File: src/rtl/grant_finish_unit_pkg.sv
// Shared constants and types for the grant finish unit.
// Grant type encodings, beat geometry and the finish record layout live here
// so the top level and the finish queue agree on them.
package grant_pkg;

    localparam logic [3:0] G_TYPE_DATA_BLOCK = 4'd5;
    localparam logic [3:0] G_TYPE_GNT_SHARED = 4'd0;
    localparam int         BEATS             = 8;
    localparam int         BEAT_W            = 3;

    // Grant header (everything except the data payload).
    typedef struct packed {
        logic [2:0] addr_beat;
        logic [1:0] client_xact_id;
        logic       manager_xact_id;
        logic       is_builtin_type;
        logic [3:0] g_type;
        logic       client_id;
    } grant_hdr_t;

    // Record stored in the finish queue.
    typedef struct packed {
        logic manager_xact_id;
        logic client_id;
    } finish_t;

    // A grant carries a data block (8 beats) for built-in data-block grants
    // and for non-built-in shared grants; everything else is a single beat.
    function automatic logic is_multibeat(input logic builtin, input logic [3:0] g_type);
        return (builtin && (g_type == G_TYPE_DATA_BLOCK)) ||
               (!builtin && (g_type == G_TYPE_GNT_SHARED));
    endfunction

endpackage

File: src/rtl/grant_finish_unit_if.sv
// Grant/finish bundle: input grant stream, output grant stream and the
// finish stream. The unit itself uses the slave modport; whatever drives
// grants in and consumes grants/finishes uses the master modport.
// Handshake: a transfer happens on a rising clk edge where valid && ready;
// valid must not depend on ready from the same side, bits are stable while
// valid is high and not yet accepted.
interface grant_finish_unit_if #(
    parameter int DATA_W = 64
);
    logic              io_in_ready;
    logic              io_in_valid;
    logic [2:0]        io_in_bits_addr_beat;
    logic [1:0]        io_in_bits_client_xact_id;
    logic              io_in_bits_manager_xact_id;
    logic              io_in_bits_is_builtin_type;
    logic [3:0]        io_in_bits_g_type;
    logic [DATA_W-1:0] io_in_bits_data;
    logic              io_in_bits_client_id;

    logic              io_out_ready;
    logic              io_out_valid;
    logic [2:0]        io_out_bits_addr_beat;
    logic [1:0]        io_out_bits_client_xact_id;
    logic              io_out_bits_manager_xact_id;
    logic              io_out_bits_is_builtin_type;
    logic [3:0]        io_out_bits_g_type;
    logic [DATA_W-1:0] io_out_bits_data;
    logic              io_out_bits_client_id;

    logic              io_fin_ready;
    logic              io_fin_valid;
    logic              io_fin_bits_manager_xact_id;
    logic              io_fin_bits_client_id;

    modport slave (
        output io_in_ready,
        input  io_in_valid, io_in_bits_addr_beat, io_in_bits_client_xact_id,
               io_in_bits_manager_xact_id, io_in_bits_is_builtin_type,
               io_in_bits_g_type, io_in_bits_data, io_in_bits_client_id,
        input  io_out_ready,
        output io_out_valid, io_out_bits_addr_beat, io_out_bits_client_xact_id,
               io_out_bits_manager_xact_id, io_out_bits_is_builtin_type,
               io_out_bits_g_type, io_out_bits_data, io_out_bits_client_id,
        input  io_fin_ready,
        output io_fin_valid, io_fin_bits_manager_xact_id, io_fin_bits_client_id
    );

    modport master (
        input  io_in_ready,
        output io_in_valid, io_in_bits_addr_beat, io_in_bits_client_xact_id,
               io_in_bits_manager_xact_id, io_in_bits_is_builtin_type,
               io_in_bits_g_type, io_in_bits_data, io_in_bits_client_id,
        output io_out_ready,
        input  io_out_valid, io_out_bits_addr_beat, io_out_bits_client_xact_id,
               io_out_bits_manager_xact_id, io_out_bits_is_builtin_type,
               io_out_bits_g_type, io_out_bits_data, io_out_bits_client_id,
        output io_fin_ready,
        input  io_fin_valid, io_fin_bits_manager_xact_id, io_fin_bits_client_id
    );

endinterface

File: src/rtl/grant_finish_unit_finish_fifo.sv
// Finish queue: small power-of-two FIFO with registered occupancy.
// Macro FINISH_FLOW_EN: when defined, an enqueue into an empty queue is
// presented on the dequeue side in the same cycle and skips storage if it
// is taken immediately. When undefined the queue is fully registered.
// The caller must not enqueue while full is high.
module finish_fifo #(
    parameter int WIDTH = 2,
    parameter int DEPTH = 2
) (
    input  logic             clk,
    input  logic             reset,      // asynchronous, active-low
    input  logic             enq_valid,
    input  logic [WIDTH-1:0] enq_data,
    output logic             full,
    input  logic             deq_ready,
    output logic             deq_valid,
    output logic [WIDTH-1:0] deq_data
);
    localparam int PTR_W = $clog2(DEPTH);
    localparam int CNT_W = PTR_W + 1;

    logic [WIDTH-1:0] mem [DEPTH];
    logic [PTR_W-1:0] wr_ptr, rd_ptr;
    logic [CNT_W-1:0] count;
    logic             empty, bypass, do_enq, do_deq;

    assign empty = (count == '0);
    assign full  = (count == CNT_W'(DEPTH));

    // Output selection and bypass decision.
    always_comb begin
`ifdef FINISH_FLOW_EN
        bypass    = empty && enq_valid && deq_ready;
        deq_valid = !empty || enq_valid;
        deq_data  = empty ? enq_data : mem[rd_ptr];
`else
        bypass    = 1'b0;
        deq_valid = !empty;
        deq_data  = mem[rd_ptr];
`endif
    end

    assign do_enq = enq_valid && !full && !bypass;
    assign do_deq = deq_valid && deq_ready && !bypass;

    // Pointer and occupancy bookkeeping; pointers wrap modulo DEPTH.
    always_ff @(posedge clk or negedge reset) begin
        if (!reset) begin
            wr_ptr <= '0;
            rd_ptr <= '0;
            count  <= '0;
        end else begin
            if (do_enq) wr_ptr <= wr_ptr + 1'b1;
            if (do_deq) rd_ptr <= rd_ptr + 1'b1;
            case ({do_enq, do_deq})
                2'b10:   count <= count + 1'b1;
                2'b01:   count <= count - 1'b1;
                default: count <= count;
            endcase
        end
    end

    // Entry storage; contents are don't-care until written, so no reset.
    always_ff @(posedge clk) begin
        if (do_enq) mem[wr_ptr] <= enq_data;
    end

endmodule

File: src/rtl/grant_finish_unit.sv
// Grant finish unit: forwards grants from the arbiter to the client with no
// added latency, counts beats of multibeat grants, and queues one finish
// record per non-built-in grant message on its last beat. Grants whose last
// beat needs a finish are held off while the finish queue is full.
// Macro FINISH_FLOW_EN selects same-cycle finish presentation (see finish_fifo).
module grant_finish_unit
    import grant_pkg::*;
#(
    parameter int DATA_W   = 64,
    parameter int FQ_DEPTH = 2
) (
    input  logic              clk,
    input  logic              reset,      // asynchronous, active-low
    grant_finish_unit_if.slave bus,
    output logic [BEAT_W-1:0] beat_count  // current beat index of a multibeat grant
);
    logic    multibeat, last, needs_finish, gate, fire, fq_full, fq_enq;
    finish_t fq_in, fq_out;

    assign multibeat    = is_multibeat(bus.io_in_bits_is_builtin_type, bus.io_in_bits_g_type);
    assign last         = !multibeat || (beat_count == BEAT_W'(BEATS - 1));
    assign needs_finish = !bus.io_in_bits_is_builtin_type;
    assign gate         = !(last && needs_finish) || !fq_full;

    assign bus.io_in_ready  = bus.io_out_ready && gate;
    assign bus.io_out_valid = bus.io_in_valid && gate;
    assign fire             = bus.io_in_valid && bus.io_in_ready;

    assign bus.io_out_bits_addr_beat       = bus.io_in_bits_addr_beat;
    assign bus.io_out_bits_client_xact_id  = bus.io_in_bits_client_xact_id;
    assign bus.io_out_bits_manager_xact_id = bus.io_in_bits_manager_xact_id;
    assign bus.io_out_bits_is_builtin_type = bus.io_in_bits_is_builtin_type;
    assign bus.io_out_bits_g_type          = bus.io_in_bits_g_type;
    assign bus.io_out_bits_data            = bus.io_in_bits_data[DATA_W-1:0];
    assign bus.io_out_bits_client_id       = bus.io_in_bits_client_id;

    // Beat counter: advances on each accepted multibeat beat, wraps 7 -> 0.
    always_ff @(posedge clk or negedge reset) begin
        if (!reset) beat_count <= '0;
        else if (fire && multibeat) beat_count <= beat_count + 1'b1;
    end

    assign fq_enq = fire && last && needs_finish;
    assign fq_in  = '{manager_xact_id: bus.io_in_bits_manager_xact_id,
                      client_id:       bus.io_in_bits_client_id};

    finish_fifo #(
        .WIDTH($bits(finish_t)),
        .DEPTH(FQ_DEPTH)
    ) u_finish_fifo (
        .clk      (clk),
        .reset    (reset),
        .enq_valid(fq_enq),
        .enq_data (fq_in),
        .full     (fq_full),
        .deq_ready(bus.io_fin_ready),
        .deq_valid(bus.io_fin_valid),
        .deq_data (fq_out)
    );

    assign bus.io_fin_bits_manager_xact_id = fq_out.manager_xact_id;
    assign bus.io_fin_bits_client_id       = fq_out.client_id;

endmodule

File: src/flat_wrapper.sv
// flat-port wrapper written by rule: the top's interface ports become plain ports
module grant_finish_unit_flat import grant_pkg::*;
#(
    parameter int DATA_W   = 64,
    parameter int FQ_DEPTH = 2
)
  (clk, reset, beat_count, bus_io_in_ready, bus_io_in_valid, bus_io_in_bits_addr_beat, bus_io_in_bits_client_xact_id, bus_io_in_bits_manager_xact_id, bus_io_in_bits_is_builtin_type, bus_io_in_bits_g_type, bus_io_in_bits_data, bus_io_in_bits_client_id, bus_io_out_ready, bus_io_out_valid, bus_io_out_bits_addr_beat, bus_io_out_bits_client_xact_id, bus_io_out_bits_manager_xact_id, bus_io_out_bits_is_builtin_type, bus_io_out_bits_g_type, bus_io_out_bits_data, bus_io_out_bits_client_id, bus_io_fin_ready, bus_io_fin_valid, bus_io_fin_bits_manager_xact_id, bus_io_fin_bits_client_id);
  grant_finish_unit_if #(.DATA_W(DATA_W)) bus_i ();
  input  logic clk;
  input  logic reset;
  output logic [BEAT_W-1:0] beat_count;
  output wire logic [$bits(bus_i.io_in_ready)-1:0] bus_io_in_ready;
  input wire logic [$bits(bus_i.io_in_valid)-1:0] bus_io_in_valid;
  input wire logic [$bits(bus_i.io_in_bits_addr_beat)-1:0] bus_io_in_bits_addr_beat;
  input wire logic [$bits(bus_i.io_in_bits_client_xact_id)-1:0] bus_io_in_bits_client_xact_id;
  input wire logic [$bits(bus_i.io_in_bits_manager_xact_id)-1:0] bus_io_in_bits_manager_xact_id;
  input wire logic [$bits(bus_i.io_in_bits_is_builtin_type)-1:0] bus_io_in_bits_is_builtin_type;
  input wire logic [$bits(bus_i.io_in_bits_g_type)-1:0] bus_io_in_bits_g_type;
  input wire logic [$bits(bus_i.io_in_bits_data)-1:0] bus_io_in_bits_data;
  input wire logic [$bits(bus_i.io_in_bits_client_id)-1:0] bus_io_in_bits_client_id;
  input wire logic [$bits(bus_i.io_out_ready)-1:0] bus_io_out_ready;
  output wire logic [$bits(bus_i.io_out_valid)-1:0] bus_io_out_valid;
  output wire logic [$bits(bus_i.io_out_bits_addr_beat)-1:0] bus_io_out_bits_addr_beat;
  output wire logic [$bits(bus_i.io_out_bits_client_xact_id)-1:0] bus_io_out_bits_client_xact_id;
  output wire logic [$bits(bus_i.io_out_bits_manager_xact_id)-1:0] bus_io_out_bits_manager_xact_id;
  output wire logic [$bits(bus_i.io_out_bits_is_builtin_type)-1:0] bus_io_out_bits_is_builtin_type;
  output wire logic [$bits(bus_i.io_out_bits_g_type)-1:0] bus_io_out_bits_g_type;
  output wire logic [$bits(bus_i.io_out_bits_data)-1:0] bus_io_out_bits_data;
  output wire logic [$bits(bus_i.io_out_bits_client_id)-1:0] bus_io_out_bits_client_id;
  input wire logic [$bits(bus_i.io_fin_ready)-1:0] bus_io_fin_ready;
  output wire logic [$bits(bus_i.io_fin_valid)-1:0] bus_io_fin_valid;
  output wire logic [$bits(bus_i.io_fin_bits_manager_xact_id)-1:0] bus_io_fin_bits_manager_xact_id;
  output wire logic [$bits(bus_i.io_fin_bits_client_id)-1:0] bus_io_fin_bits_client_id;
  assign bus_io_in_ready = bus_i.io_in_ready;
  assign bus_i.io_in_valid = bus_io_in_valid;
  assign bus_i.io_in_bits_addr_beat = bus_io_in_bits_addr_beat;
  assign bus_i.io_in_bits_client_xact_id = bus_io_in_bits_client_xact_id;
  assign bus_i.io_in_bits_manager_xact_id = bus_io_in_bits_manager_xact_id;
  assign bus_i.io_in_bits_is_builtin_type = bus_io_in_bits_is_builtin_type;
  assign bus_i.io_in_bits_g_type = bus_io_in_bits_g_type;
  assign bus_i.io_in_bits_data = bus_io_in_bits_data;
  assign bus_i.io_in_bits_client_id = bus_io_in_bits_client_id;
  assign bus_i.io_out_ready = bus_io_out_ready;
  assign bus_io_out_valid = bus_i.io_out_valid;
  assign bus_io_out_bits_addr_beat = bus_i.io_out_bits_addr_beat;
  assign bus_io_out_bits_client_xact_id = bus_i.io_out_bits_client_xact_id;
  assign bus_io_out_bits_manager_xact_id = bus_i.io_out_bits_manager_xact_id;
  assign bus_io_out_bits_is_builtin_type = bus_i.io_out_bits_is_builtin_type;
  assign bus_io_out_bits_g_type = bus_i.io_out_bits_g_type;
  assign bus_io_out_bits_data = bus_i.io_out_bits_data;
  assign bus_io_out_bits_client_id = bus_i.io_out_bits_client_id;
  assign bus_i.io_fin_ready = bus_io_fin_ready;
  assign bus_io_fin_valid = bus_i.io_fin_valid;
  assign bus_io_fin_bits_manager_xact_id = bus_i.io_fin_bits_manager_xact_id;
  assign bus_io_fin_bits_client_id = bus_i.io_fin_bits_client_id;
  grant_finish_unit #(.DATA_W(DATA_W), .FQ_DEPTH(FQ_DEPTH)) u_core (.clk(clk), .reset(reset), .bus(bus_i), .beat_count(beat_count));
endmodule
File: config.mk
export PLATFORM = sky130hd
export DESIGN_NAME = grant_finish_unit_flat
export DESIGN_NICKNAME = d
export VERILOG_FILES = /design/src/rtl/grant_finish_unit_pkg.sv /design/src/rtl/grant_finish_unit_if.sv /design/src/rtl/grant_finish_unit_finish_fifo.sv /design/src/rtl/grant_finish_unit.sv /design/src/flat_wrapper.sv
export SDC_FILE = /design/constraint.sdc
export NUM_CORES = 1
export LEC_CHECK = 0
export ABC_AREA = 0
export CELL_PAD_IN_SITES_DETAIL_PLACEMENT = 0
export CELL_PAD_IN_SITES_GLOBAL_PLACEMENT = 1
export CORE_MARGIN = 2
export CORE_UTILIZATION = 16
export DETAILED_ROUTE_END_ITERATION = 10
export PLACE_DENSITY_LB_ADDON = 0.1
export SLEW_MARGIN = 20
export SYNTH_ARGS = -nofsm -noshare
export SYNTH_HDL_FRONTEND = slang
export SYNTH_SLANG_ARGS = --single-unit
export TNS_END_PERCENT = 1
File: constraint.sdc
create_clock -name clk -period 3.23 [get_ports clk]
set_input_delay 0.4845 -clock clk [delete_from_list [all_inputs] [get_ports clk]]
set_output_delay 0.4845 -clock clk [all_outputs]
set_load 0.05 [all_outputs]
==> impl_metrics.json <==
{
  "grt_setup_unrepaired": "no",
  "ys_seq_area_share_pct": 26.0,
  "worst_hold_path.num_cells": 1,
  "cp.required_ns": 2.75,
  "syn_nets": 202,
  "cts_tree": "built",
  "drc": 0,
  "drt.antenna.violating_nets": 0,
  "rows": 30,
  "syn-cell-area_um2": 1140,
  "crit_chain": "ha_1, ha_1, nor3_1, a21oi_2, nand2_1, and2_1, clkdlybuf4s50_1",
  "pin_count": 165,
  "clk_pin_slew_ns": 0.05,
  "hold_viol": 0,
  "p_leak_nw": 0.364,
  "ys_warn_count": 0,
  "clk_path_buf_depth": 2,
  "synth.distinct_cells": 21,
  "synth_top_family_by_area": "buffers and inverters",
  "powerDensity_nw_per_um2": 710,
  "post_cts_buffers": 0,
  "final_layout_size_suffix_gt1_share_pct": 16.7,
  "num_antenna_cells": 0,
  "yosys.area_share.adder_pct": 3.30,
  "synth_area_per_cell_um2": 9.63,
  "setup_tns_ns": 0,
  "fin_crit_ns": 2.86,
  "crit_path_top_delay_cell": "clkdlybuf4s50_1",
  "grt_pass1_wl_mm": 2.79,
  "cts-buffers-inserted": 3,
  "path_class": "reg2out",
  "syn-instance-count": 118,
  "status": "complete, no violations",
  "cap_violations": 0,
  "fmax_mhz": 349,
  "grt-ovfl-total": 0,
  "vias": 490,
  "timing.critical_path.mode_cell": "ha_1",
  "dieArea_um2": 7790,
  "antenna_found_initial": 0,
  "postCtsHoldBufs": 0,
  "vias_per_cell": 2.92,
  "hp-class": "reg2reg",
  "finalPower_w": 0.000704,
  "gr-usage-all-layers_pct": 4.91,
  "grt_pass1_vias": 532,
  "clock_latency_ns": 0.24,
  "r2r_setup_slack_ns": 1.24,
  "endpoint_kind": "primary output",
  "arrival_ns": 2.38,
  "avgRoutedWirePerCell_um": 11.5,
  "worst_slew_pin_slew_ns": 0.507,
  "slowest_delay_ns": 0.80,
  "synth_mux_area_share_pct": 4.63,
  "hpwl_mm": 1.61,
  "portBuffers": 26,
  "finClkSkew_ns": 0.00415,
  "yosys.area_share.simple_pct": 7.38,
  "startpoint_type": "flip-flop",
  "fillers": 777,
  "cts_resized": 0,
  "yosys_register_bits": 11,
  "routed_wl_mm": 1.94,
  "min_period_over_period_pct": 88.7,
  "dr.pass1.iters": 2,
  "die_x_um": 88.3,
  "cts-root-buf": "clkbuf_8",
  "syn_to_final_growth_pct": -12.8,
  "final-setup-viol-count": 0,
  "grt_max_degree": 8,
  "vdd_drop_max_v": 0.000142,
  "die_y_um": 88.3,
  "globalplace.congestion": 0.665,
  "drt_iter0_drc": 17,
  "synth_compound_area_share_pct": 3.52,
  "fin_nets": 157,
  "coreArea_um2": 6830,
  "cp_max_fo": 3,
  "slew_violations": 0,
  "initial_core_util_pct": 16.6,
  "max-slew-margin-rel_pct": 66.1,
  "cts_max_level": 1,
  "r2r_cells": 9,
  "synth-xor-area-share_pct": 4.63,
  "cts_sinks": 11
}
-- worst paths after layout --
check / from / to
worst max-delay path: u_core.beat_count[0] / bus_io_in_ready
worst min-delay path: u_core.u_finish_fifo.count[1] / u_core.u_finish_fifo.count[1]
worst max register to register: u_core.beat_count[0] / u_core.u_finish_fifo.count[1]
worst min register to register: u_core.u_finish_fifo.count[1] / u_core.u_finish_fifo.count[1]
max in group asynchronous: reset / u_core.u_finish_fifo.rd_ptr
min in group asynchronous: reset / u_core.u_finish_fifo.count[0]
-- synth_stat cells, drive strengths merged --
cell	instances	share of area, %
mux2	4	4.6
o2111ai	1	1.3
nor2b	1	0.55
dfrtp	7	15
buf	76	50
xor2	3	2.3
and2	3	1.7
and3	1	0.55
nand4b	1	1.3
xnor2	3	2.3
ha	3	3.3
inv	1	0.33
nor2	4	1.5
nor3	2	0.88
or2	1	0.55
nand2	1	0.33
edfxtp	4	11
a21oi	2	2.2
-- stage by stage --
step	cells	setup slack [ns]	hold slack, ns	util [%]	cell area, µm²
after floorplan	118	0.942	0.189	-	1140
after global placement	164	0.389	0.485	13.8	946
after detailed placement	164	0.380	0.482	13.8	946
after CTS	168	0.328	0.493	14.5	991
after global routing	168	0.253	0.527	14.5	991
final	168	0.367	0.488	14.5	991
-- area by class of cell --
type                    count  area, µm²  share of cell area [%]
inverters                   1       3.75                   0.379
clock buffers               4       45.0                    4.55
flip-flops and latches     11        295                    29.8
well taps                  96        120                    12.1
multi-input cells          30        267                    26.9
repair buffers             26        260                    26.3
-- sequential cells by signal, indices dropped and copies added (netlist names) --
signal / count
u_core.u_finish_fifo.mem: 4
u_core.beat_count: 3
u_core.u_finish_fifo.count: 2
u_core.u_finish_fifo.rd_ptr: 1
u_core.u_finish_fifo.wr_ptr: 1
-- placed cells by master, fill, tap and decap left out, drive strengths merged --
cell,count
a21oi,2
o2111ai,1
xnor2,3
clkbuf,4
ha,3
nor3,2
mux2,4
edfxtp,4
nand2,1
xor2,3
or2,1
dfrtp,7
and3,1
nand4b,1
nor2,4
nor2b,1
clkdlybuf4s50,26
inv,1
and2,3
-- power breakdown --
group	switching (W)	total, W	leakage (nW)	internal, W
combinational	0.000200	0.000340	0.219	0.000140
sequential	0.0000401	0.000228	0.123	0.000188
clock	0.0000495	0.000136	0.0228	0.0000865
total	0.000289	0.000704	0.364	0.000414
-- kinds of logic after synthesis --
logic type | count (synthesis)
buf+inv | 77
simple gates | 14
flops | 11
xor+xnor | 6
mux | 4
compound gates | 3
fa+ha+maj | 3
-- worst max-delay path, delay by kind of cell (launching register included) --
| family | cells | cell delay (ns) |
|---|---|---|
| and+or+nand+nor | 3 | 0.40 |
| adders and majority gates | 2 | 0.41 |
| DFF | 1 | 0.40 |
| buffers and inverters | 1 | 0.80 |
| AOI/OAI and AO/OA | 1 | 0.13 |
-- layer usage --
layer  global-route usage [%]  routed length [µm]  share of wire (%)  vias to the layer above
met1                     4.71                 710                 37                      206
met3                     2.80                 279                 14                       22
li1                         -                   -                  -                      208
met4                     6.34                 127                6.5                        0
met5                        0                   0                  0                        -
met2                     6.49                 822                 42                       54
No activity file was read; power rests on OpenSTA's default activity.
==> RTL change (config.mk and constraints unchanged) <==
`DATA_W` is set to 64 in 3 places; all go to 128.
--- a/src/rtl/grant_finish_unit_if.sv
+++ b/src/rtl/grant_finish_unit_if.sv
@@ -5,7 +5,7 @@
 // valid must not depend on ready from the same side, bits are stable while
 // valid is high and not yet accepted.
 interface grant_finish_unit_if #(
-    parameter int DATA_W = 64
+    parameter int DATA_W = 128
 );
     logic              io_in_ready;
     logic              io_in_valid;
--- a/src/rtl/grant_finish_unit.sv
+++ b/src/rtl/grant_finish_unit.sv
@@ -6,7 +6,7 @@
 module grant_finish_unit
     import grant_pkg::*;
 #(
-    parameter int DATA_W   = 64,
+    parameter int DATA_W   = 128,
     parameter int FQ_DEPTH = 2
 ) (
     input  logic              clk,
--- a/src/flat_wrapper.sv
+++ b/src/flat_wrapper.sv
@@ -1,7 +1,7 @@
 // flat-port wrapper written by rule: the top's interface ports become plain ports
 module grant_finish_unit_flat import grant_pkg::*;
 #(
-    parameter int DATA_W   = 64,
+    parameter int DATA_W   = 128,
     parameter int FQ_DEPTH = 2
 )
   (clk, reset, beat_count, bus_io_in_ready, bus_io_in_valid, bus_io_in_bits_addr_beat, bus_io_in_bits_client_xact_id, bus_io_in_bits_manager_xact_id, bus_io_in_bits_is_builtin_type, bus_io_in_bits_g_type, bus_io_in_bits_data, bus_io_in_bits_client_id, bus_io_out_ready, bus_io_out_valid, bus_io_out_bits_addr_beat, bus_io_out_bits_client_xact_id, bus_io_out_bits_manager_xact_id, bus_io_out_bits_is_builtin_type, bus_io_out_bits_g_type, bus_io_out_bits_data, bus_io_out_bits_client_id, bus_io_fin_ready, bus_io_fin_valid, bus_io_fin_bits_manager_xact_id, bus_io_fin_bits_client_id);
Interface: changed (resized bus_io_in_bits_data and bus_io_out_bits_data); port bits go from 165 to 293. No check against the original RTL was run, so the function may have changed too.
==> RTL change against the original RTL <==
Sequential power barely moved; wire length rose by 54%; global-route usage rose by 0.53 points; hold slack got worse by 0.0097 ns; sequential cell count did not move; power rose by 0.34%; cell area rose by 4.2%; worst setup slack improved by 0.51 ns; synthesized area rose by 42%; core utilization fell by 3.9 points; critical endpoint is now bus_io_out_bits_is_builtin_type; largest cell class unchanged; largest power group unchanged.
==> RTL change: results (changes against the original RTL) <==
[metrics] Pre-antenna DRT Iters: 2 (unchanged)
[metrics] number of nets in the synthesized netlist: 330 (+63%)
[metrics] vias in the first global route: 715 (+34%)
[metrics] Slew @ Worst Pin: 0.515 ns (+0.00756 ns)
[metrics] peak per-stage delay on the critical path: 0.84 ns (+0.04 ns)
[metrics] placed insts: 201 (+23%)
[metrics] total number of vias: 569 (+16%)
[metrics] gp weighted congestion: 0.615 (-7.5%)
[metrics] routed length per instance: 14.6 um (+26%)
[metrics] Top delay family on crit path: buffers and inverters
[metrics] maximum vdd ir drop: 0.0664 mV (-53%)
[metrics] run status: finished, final reports clean
[metrics] highest net fanout along the worst path: 4 (+1)
[metrics] Net count, final: 221 (+41%)
[metrics] Post-Syn Area per Cell: 8.88 um2 (-7.7%)
[metrics] fraction of layout cells with a size suffix above 1: 19.4% (+2.8 points)
[metrics] data arrival time at the worst-slack endpoint: 1.87 ns (-0.51 ns)
[metrics] 1st-iter DRT viols: 20 (+3)
[metrics] Post-synth top cells: sky130_fd_sc_hd__buf_4, sky130_fd_sc_hd__dfrtp_1, sky130_fd_sc_hd__edfxtp_1
[metrics] sequential element share of the synthesized area: 18.3% (-7.7 points)
[metrics] first-pass GRT wire length: 4.46 mm (+60%)
[metrics] P_leak: 0.000366 uW (+0.56%)
[metrics] largest cells by area after synthesis: sky130_fd_sc_hd__buf_4, sky130_fd_sc_hd__dfrtp_1, sky130_fd_sc_hd__edfxtp_1, sky130_fd_sc_hd__ha_1, sky130_fd_sc_hd__mux2_4
[metrics] detailed placer's ending HPWL: 2.50 mm (+55%)
[metrics] internal portion of total power: 413 uW (-0.37%)
[metrics] worst clock skew: 0.00103 ns (-0.00312 ns)
[metrics] overall global routing resource usage: 5.44% (+0.53 points)
[metrics] Register-to-Register Setup Slack: 1.26 ns (+0.02 ns)
-- RTL change: power by group through the flow --
stage	clock, uW	combinational, uW	sequential, uW
global placement	0	352	230
detailed placement	0	348	230
CTS	144	351	228
global route	148	372	235
floorplan	0	647	262
finish	135	343	228
-- RTL change: metrics by stage --
stage / setup slack [ns] / power [uW] / area, um2 / hold WS [ns]
finish: 0.873 / 706 / 1030 / 0.478
global route: 0.755 / 754 / 1030 / 0.507
CTS: 0.856 / 722 / 1030 / 0.481
detailed placement: 0.864 / 578 / 987 / 0.470
global placement: 0.844 / 583 / 987 / 0.471
floorplan: 0.942 / 909 / 1620 / 0.189
-- RTL change: cell type report --
type                            instances  area, um2
Clock buffer                            4       45.0
Sequential cell                        11        295
Tap cell                              133        166
Inverter                                1       3.75
Multi-Input combinational cell         30        267
Fill cell                            1125       8740
Timing Repair Buffer                   26        255
-- RTL change: worst reg2reg max path, delay by kind of cell, from the launching register on --
kind	cells	cell delay, ns
adder cells (fa/ha/maj)	3	0.59
flip-flops	1	0.40
AND/OR/NAND/NOR	3	0.33
XOR/XNOR	2	0.29
AO/OA/AOI/OAI	1	0.25
-- RTL change: kinds of logic after synthesis --
group	share of synthesized area [%]
compound gates	2.48
flops	18.3
buf+inv	65.2
fa+ha+maj	2.32
simple gates	5.19
xor+xnor	3.25
mux	3.25
-- RTL change: how the worst max path moves through the flow --
stage | startpoint | endpoint | slack, ns | cells past startpoint
2_1_floorplan | u_core.beat_count[0] | bus_io_in_ready | 0.94 | 6
3_3_place_gp | bus_io_in_bits_is_builtin_type | bus_io_out_bits_is_builtin_type | 0.84 | 2
3_5_place_dp | bus_io_in_bits_is_builtin_type | bus_io_out_bits_is_builtin_type | 0.86 | 2
4_1_cts | bus_io_in_bits_is_builtin_type | bus_io_out_bits_is_builtin_type | 0.86 | 2
5_1_grt | bus_io_in_bits_g_type[0] | bus_io_out_valid | 0.76 | 6
6_report | bus_io_in_bits_is_builtin_type | bus_io_out_bits_is_builtin_type | 0.87 | 2
-- RTL change: per-layer routing --
metal	share of wire (%)	wire length (um)	global-route usage, %	up-vias
li1	-	-	-	205
met1	23	686	3.66	242
met2	49	1460	8.64	60
met3	14	420	2.38	62
met4	14	420	9.17	0
met5	0	0	0	-
